## config.mk

```make
export PLATFORM = sky130hd
export DESIGN_NAME = io_responder_flat
export DESIGN_NICKNAME = d
export VERILOG_FILES = /design/src/rtl/kv10_io_pkg.sv /design/src/rtl/io_responder_if.sv /design/src/rtl/io_fifo.sv /design/src/rtl/io_responder.sv /design/src/flat_wrapper.sv
export SDC_FILE = /design/constraint.sdc
export NUM_CORES = 1
export LEC_CHECK = 0
export ABC_AREA = 1
export CAP_MARGIN = 20
export CORE_AREA = 3 3 150 152
export DETAILED_ROUTE_END_ITERATION = 16
export DIE_AREA = 0 0 153 155
export MAX_ROUTING_LAYER = met4
export PLACE_DENSITY_LB_ADDON = 0.3
export SYNTH_ARGS = -nofsm -noshare
export SYNTH_HDL_FRONTEND = slang
export SYNTH_SLANG_ARGS = --single-unit
```

## constraint.sdc

```tcl
create_clock -name clk -period 4.2 [get_ports clk]
set_input_delay 0.63 -clock clk [delete_from_list [all_inputs] [get_ports clk]]
set_output_delay 0.63 -clock clk [all_outputs]
set_load 0.02 [all_outputs]
```

## src/rtl/kv10_io_pkg.sv

```systemverilog
// kv10_io_pkg: shared types and condition-word layout for KV10 I/O bus devices
package kv10_io_pkg;
   typedef logic [35:0] word_t;
   typedef enum logic [2:0] {BLKI, DATAI, BLKO, DATAO, CONO, CONI, CONSZ, CONSO} ioop_t;
   typedef enum logic [2:0] {IDLE, EXEC, WAIT, ACK, RELEASE} state_t;
   // PDP-10 numbers bits from the MSB, so bit n lives at vector index 35-n
   localparam int B_DONE   = 35 - 32;
   localparam int B_BUSY   = 35 - 31;
   localparam int B_TXDONE = 35 - 30;
   localparam int B_UNDER  = 35 - 29;
   localparam int B_OVER   = 35 - 28;
   localparam int B_FLUSH  = 35 - 32;
   localparam int B_CLEAR  = 35 - 31;
   function automatic word_t cond_word(input logic [2:0] pia, input logic done, busy, txdone, under, over);
      word_t w;
      w = '0;
      w[2:0] = pia;
      w[B_DONE] = done;
      w[B_BUSY] = busy;
      w[B_TXDONE] = txdone;
      w[B_UNDER] = under;
      w[B_OVER] = over;
      return w;
   endfunction
endpackage

```

## src/rtl/io_responder_if.sv

```systemverilog
// io_responder_if: CPU-side KV10 I/O bus, master = CPU decoder, slave = device responder
interface io_responder_if import kv10_io_pkg::*; ();
   logic       io_req;
   logic [6:0] io_dev;
   ioop_t      io_op;
   word_t      io_wdata;
   logic       io_ack;
   word_t      io_rdata;
   modport master (output io_req, io_dev, io_op, io_wdata, input io_ack, io_rdata);
   modport slave (input io_req, io_dev, io_op, io_wdata, output io_ack, io_rdata);
endinterface

```

## src/rtl/io_fifo.sv

```systemverilog
// io_fifo: synchronous receive FIFO with flush and occupancy count
module io_fifo import kv10_io_pkg::*; #(
   parameter int DEPTH = 4
) (
   input  logic                  clk,
   input  logic                  reset,
   input  logic                  flush,
   input  logic                  push,
   input  logic                  pop,
   input  word_t                 din,
   output word_t                 dout,
   output logic                  full,
   output logic [$clog2(DEPTH):0] count
);
   localparam int AW = $clog2(DEPTH);
   word_t mem [DEPTH];
   logic [AW-1:0] wr, rd;
   assign dout = mem[rd];
   assign full = count == (AW+1)'(DEPTH);
   always_ff @(posedge clk)
      if (push) mem[wr] <= din;
   always_ff @(posedge clk) begin
      if (reset || flush) begin
         wr <= '0;
         rd <= '0;
         count <= '0;
      end else begin
         wr <= wr + AW'(push);
         rd <= rd + AW'(pop);
         count <= count + (AW+1)'(push) - (AW+1)'(pop);
      end
   end
endmodule

```

## src/rtl/io_responder.sv

```systemverilog
// io_responder: KV10 I/O bus device responder (rx FIFO, tx register, CONO/CONI, PI request)
// Define IO_RESPONDER_TIMEOUT_EN to let stalled DATAI/DATAO wait up to TIMEOUT cycles.
module io_responder import kv10_io_pkg::*; #(
   parameter logic [6:0] DEV_NUM    = 7'o24,
   parameter int         FIFO_DEPTH = 4,
   parameter int         TIMEOUT    = 255
) (
   input  logic           clk,
   input  logic           reset,
   io_responder_if.slave  bus,
   input  logic           dev_in_valid,
   input  word_t          dev_in_data,
   output logic           dev_in_ready,
   output logic           dev_out_valid,
   output word_t          dev_out_data,
   input  logic           dev_out_ready,
   output logic [6:0]     pi_req
);
   if (FIFO_DEPTH < 2 || FIFO_DEPTH > 16 || (FIFO_DEPTH & (FIFO_DEPTH - 1)) != 0 || TIMEOUT < 1) begin : g_bad_param
      $error("io_responder: unsupported FIFO_DEPTH or TIMEOUT");
   end
   state_t state;
   ioop_t op;
   word_t wd, head;
   logic [2:0] pia;
   logic txdone, under, over, full;
   logic [$clog2(FIFO_DEPTH):0] count;
   logic done, rd_op, wr_op, pop, push, flush, drop, load, tx_hs;
   logic [6:0] pi_next;
`ifdef IO_RESPONDER_TIMEOUT_EN
   localparam int TW = $clog2(TIMEOUT + 1);
   logic [TW-1:0] cnt;
`endif
   io_fifo #(.DEPTH(FIFO_DEPTH)) fifo (
      .clk(clk), .reset(reset), .flush(flush), .push(push), .pop(pop),
      .din(dev_in_data), .dout(head), .full(full), .count(count)
   );
   assign dev_in_ready = !full;
   always_comb begin
      done = count != '0;
      rd_op = op == BLKI || op == DATAI;
      wr_op = op == BLKO || op == DATAO;
      pop = rd_op && done && (state == EXEC || state == WAIT);
      flush = state == EXEC && op == CONO && wd[B_FLUSH];
      // a pop in the same cycle frees the slot, so a full FIFO still accepts
      push = dev_in_valid && (!full || pop) && !flush;
      drop = dev_in_valid && full && !pop;
      tx_hs = dev_out_valid && dev_out_ready;
      load = wr_op && (state == EXEC ? !dev_out_valid : state == WAIT && (!dev_out_valid || dev_out_ready));
      pi_next = (pia != 3'd0 && (done || txdone)) ? 7'd1 << (pia - 3'd1) : 7'd0;
   end
   always_ff @(posedge clk) begin
      if (reset) begin
         state <= IDLE;
         op <= CONI;
         wd <= '0;
         pia <= '0;
         dev_out_valid <= 1'b0;
         dev_out_data <= '0;
         txdone <= 1'b0;
         under <= 1'b0;
         over <= 1'b0;
         bus.io_ack <= 1'b0;
         bus.io_rdata <= '0;
         pi_req <= '0;
`ifdef IO_RESPONDER_TIMEOUT_EN
         cnt <= '0;
`endif
      end else begin
         bus.io_ack <= 1'b0;
         pi_req <= pi_next;
         if (tx_hs) begin
            dev_out_valid <= 1'b0;
            txdone <= 1'b1;
         end
         if (load) begin
            dev_out_data <= wd;
            dev_out_valid <= 1'b1;
            txdone <= 1'b0;
         end
         if (drop) over <= 1'b1;
         case (state)
            IDLE: if (bus.io_req && bus.io_dev == DEV_NUM) begin
               op <= bus.io_op;
               wd <= bus.io_wdata;
               state <= EXEC;
            end
            EXEC: begin
               state <= ACK;
`ifdef IO_RESPONDER_TIMEOUT_EN
               cnt <= '0;
`endif
               if (rd_op) begin
                  if (done) bus.io_rdata <= head;
`ifdef IO_RESPONDER_TIMEOUT_EN
                  else state <= WAIT;
`else
                  else begin
                     bus.io_rdata <= '0;
                     under <= 1'b1;
                  end
`endif
               end else if (wr_op) begin
`ifdef IO_RESPONDER_TIMEOUT_EN
                  if (dev_out_valid) state <= WAIT;
`else
                  if (dev_out_valid) over <= 1'b1;
`endif
               end else if (op == CONO) begin
                  pia <= wd[2:0];
                  if (wd[B_CLEAR]) begin
                     txdone <= 1'b0;
                     under <= 1'b0;
                     over <= 1'b0;
                  end
               end else bus.io_rdata <= cond_word(pia, done, dev_out_valid, txdone, under, over);
            end
            WAIT: begin
`ifdef IO_RESPONDER_TIMEOUT_EN
               cnt <= cnt + 1'b1;
               if (rd_op && done) begin
                  bus.io_rdata <= head;
                  state <= ACK;
               end else if (load) state <= ACK;
               else if (cnt == TW'(TIMEOUT - 1)) begin
                  state <= ACK;
                  if (rd_op) begin
                     bus.io_rdata <= '0;
                     under <= 1'b1;
                  end else over <= 1'b1;
               end
`else
               state <= ACK;
`endif
            end
            ACK: begin
               bus.io_ack <= 1'b1;
               state <= RELEASE;
            end
            RELEASE: if (!bus.io_req) state <= IDLE;
            default: state <= IDLE;
         endcase
      end
   end
endmodule

```

## src/flat_wrapper.sv

```systemverilog
// flat-port wrapper written by rule: the top's interface ports become plain ports
module io_responder_flat import kv10_io_pkg::*;
#(
   parameter logic [6:0] DEV_NUM    = 7'o24,
   parameter int         FIFO_DEPTH = 4,
   parameter int         TIMEOUT    = 255
)
  (clk, reset, dev_in_valid, dev_in_data, dev_in_ready, dev_out_valid, dev_out_data, dev_out_ready, pi_req, bus_io_req, bus_io_dev, bus_io_op, bus_io_wdata, bus_io_ack, bus_io_rdata);
  io_responder_if bus_i ();
  input  logic clk;
  input  logic reset;
  input  logic dev_in_valid;
  input  word_t dev_in_data;
  output logic dev_in_ready;
  output logic dev_out_valid;
  output word_t dev_out_data;
  input  logic dev_out_ready;
  output logic [6:0] pi_req;
  input wire logic [$bits(bus_i.io_req)-1:0] bus_io_req;
  input wire logic [$bits(bus_i.io_dev)-1:0] bus_io_dev;
  input wire logic [$bits(bus_i.io_op)-1:0] bus_io_op;
  input wire logic [$bits(bus_i.io_wdata)-1:0] bus_io_wdata;
  output wire logic [$bits(bus_i.io_ack)-1:0] bus_io_ack;
  output wire logic [$bits(bus_i.io_rdata)-1:0] bus_io_rdata;
  assign bus_i.io_req = bus_io_req;
  assign bus_i.io_dev = bus_io_dev;
  assign bus_i.io_op = bus_io_op;
  assign bus_i.io_wdata = bus_io_wdata;
  assign bus_io_ack = bus_i.io_ack;
  assign bus_io_rdata = bus_i.io_rdata;
  io_responder #(.DEV_NUM(DEV_NUM), .FIFO_DEPTH(FIFO_DEPTH), .TIMEOUT(TIMEOUT)) u_core (.clk(clk), .reset(reset), .bus(bus_i), .dev_in_valid(dev_in_valid), .dev_in_data(dev_in_data), .dev_in_ready(dev_in_ready), .dev_out_valid(dev_out_valid), .dev_out_data(dev_out_data), .dev_out_ready(dev_out_ready), .pi_req(pi_req));
endmodule
```

==> out/results.ini <==
[outcome]
outcome = complete, no violations

[critical_path]
worstPathArrival_ps = 2860
worstSetupStartpointType = flop
end_kind = flop
cp_max_fo = 25
crit_type = flop to flop
cp_data_required_time_ps = 4420

[grt]
grt_pass1_wl_um = 42700
antenna_found_initial = 1
grt_overflow = 0
track_usage_pct = 22.2
grt_max_degree = 81
grt_pass1_vias = 8472

[drt]
drt_wl_total_um = 26400
drtIter0Drc = 638
wl_per_cell_um = 15.4
vias = 8825
drtAntennaViolNets = 0
post_drt_via_cell_ratio = 5.16
dr.pass1.iters = 5
drcViolationCount = 0

[synthesis]
synth_cell_types = 29
syn-mean-instance-area_um2 = 8.95
syn_nets = 1370
ys_ff_latch = 280
synth_area_um2 = 11400
yosys.area.top_type_share_pct = 38.0
synth_cells = 1273
synth_top_area_cell = edfxtp_1
yosys_warnings = 0
ys_seq_area_share_pct = 61.9
yosys-top-cells-area = edfxtp_1 38%, dfxtp_1 24%, nand2_1 12%, nand3_1 7.1%, a21oi_1 5.0%

[floorplanning]
die_area_um2 = 23700
die_width_um = 153
start_util_pct = 53.8
core_area_um2 = 21200
pin_count = 169
rows = 53
die-height_um = 155

[clocking]
numCtsBuffers = 28
cts_setup_buffers = 0
postCtsResizedCells = 0
clkLatencyLatePin_ps = 530
cts_tree = done
cts-root-buf = clkbuf_16
htree_num_levels = 1
clockBufferDepth = 3
holdBufCountCts = 0
clkTransAtPathRegs_ps = 60
cts.sinks = 280

[timing]
period_needed_ps = 2640
clock_skew_ps = 12.0
hold_viol = 0
maxSlewHeadroom_pct = 31.8
rsz0062_at_grt = false
worst_pin_slew_ps = 1020
fin_tns_setup_ps = 0
maxSlewViolCount = 0
setup_violations = 0
period_share_pct = 62.8
fmax_mhz = 379

[pwr]
powerDensity_nw_per_um2 = 422
p_leak_nw = 5.44
worst_ir_drop_vdd_mv = 0.368

[placement]
io_buffers = 168
gp_congestion = 0.787
place_hpwl_um = 16200

[job]
max_cap_viol_count = 0

[final_layout]
final_common_cell = nand2_1
postLayoutCoreUtil_pct = 66.8
area_growth_pct = 24.1
nets = 1512
layout-drive-gt1-share_pct = 5.51
layout_common_cells = 374 x nand2_1, 167 x clkdlybuf4s50_1, 162 x nand3_1, 144 x edfxtp_1, 137 x inv_1

[min_path]
hold_class = flop to flop

## logic make-up after synthesis
logic type	Yosys count	synth area share (%)
buffers and inverters	214	7.62
adders and majority gates	10	1.16
and+or+nand+nor	642	23.6
xor gates and xnor gates	4	0.308
DFF	280	61.9
AOI/OAI and AO/OA	123	5.45
## where the power goes
part	internal, mW	total (mW)	leakage [nW]	switching, mW
logic	0.190	0.528	2.59	0.338
clock network	1.40	2.38	0.433	0.979
registers	3.02	3.06	2.42	0.0421
total	4.61	5.97	5.44	1.36
## critical path, cell delays in order (launching register included)
cell and delay (ps):
dfxtp_1 350, nor2_2 290, nand2_1 170, nor2_1 260
o21ai_2 200, nor2_4 710, buf_4 340
## flip-flops by register name (all words and copies together) (netlist names), 7 cells and up
register	flops
u_core.pi_req	7
u_core.dev_out_data	36
u_core.fifo.mem	144
u_core.wd	36
u_core.bus.io_rdata	36
## metal layers
| layer | up-vias | global-route usage, % | share of wire [%] |
|---|---|---|---|
| li1 | 4386 | - | - |
| met3 | 40 | 2.81 | 6.3 |
| met4 | 0 | 6.11 | 2.1 |
| met5 | - | - | 0 |
| met1 | 4082 | 29.6 | 43 |
| met2 | 317 | 36.3 | 48 |
## area by class of cell
cell class / count / area (um^2)
Sequential cell: 280 / 7050
Fill cell: 1624 / 7020
Multi-Input combinational cell: 779 / 3500
Timing Repair Buffer: 182 / 1820
Clock buffer: 43 / 822
Inverter: 144 / 541
Tap cell: 275 / 344
Clock inverter: 6 / 53.8
Antenna cell: 1 / 2.50
## synth_stat cells, drive strengths merged
| cell | instances |
|---|---|
| a21oi | 113 |
| a31oi | 1 |
| buf | 40 |
| clkbuf | 30 |
| clkinv | 2 |
| dfxtp | 136 |
| edfxtp | 144 |
| fa | 1 |
| ha | 9 |
| inv | 142 |
| nand2 | 376 |
| nand3 | 164 |
| nand3b | 1 |
| nand4 | 2 |
| nor2 | 93 |
| nor3 | 3 |
| o21ai | 9 |
| or2 | 3 |
| xnor2 | 4 |
## per-stage QoR
stage	instance area (um^2)	std cells	total power [mW]	setup WS (ps)	hold slack [ps]
4_1_cts	14100	1707	6.01	1570	462
6_report	14100	1710	5.97	1560	459
3_5_place_dp	13200	1658	3.64	1370	452
5_1_grt	14100	1710	6.18	1320	474
3_3_place_gp	13200	1658	3.62	1380	447
2_1_floorplan	11400	1273	3.42	1230	440
## worst paths after layout
kind              cells after the start                                  end  slack, ps                                start
setup / recovery                      6     u_core.fifo.mem[1][28]$_DFFE_PP_       1560            u_core.op[2]$_SDFFE_PP1P_
hold / removal                        2  u_core.bus.io_rdata[9]$_SDFFE_PP0P_        460  u_core.bus.io_rdata[9]$_SDFFE_PP0P_
setup reg to reg                      6     u_core.fifo.mem[1][28]$_DFFE_PP_       1560            u_core.op[2]$_SDFFE_PP1P_
hold reg to reg                       2  u_core.bus.io_rdata[9]$_SDFFE_PP0P_        460  u_core.bus.io_rdata[9]$_SDFFE_PP0P_
No activity file was read; power rests on OpenSTA's default activity.
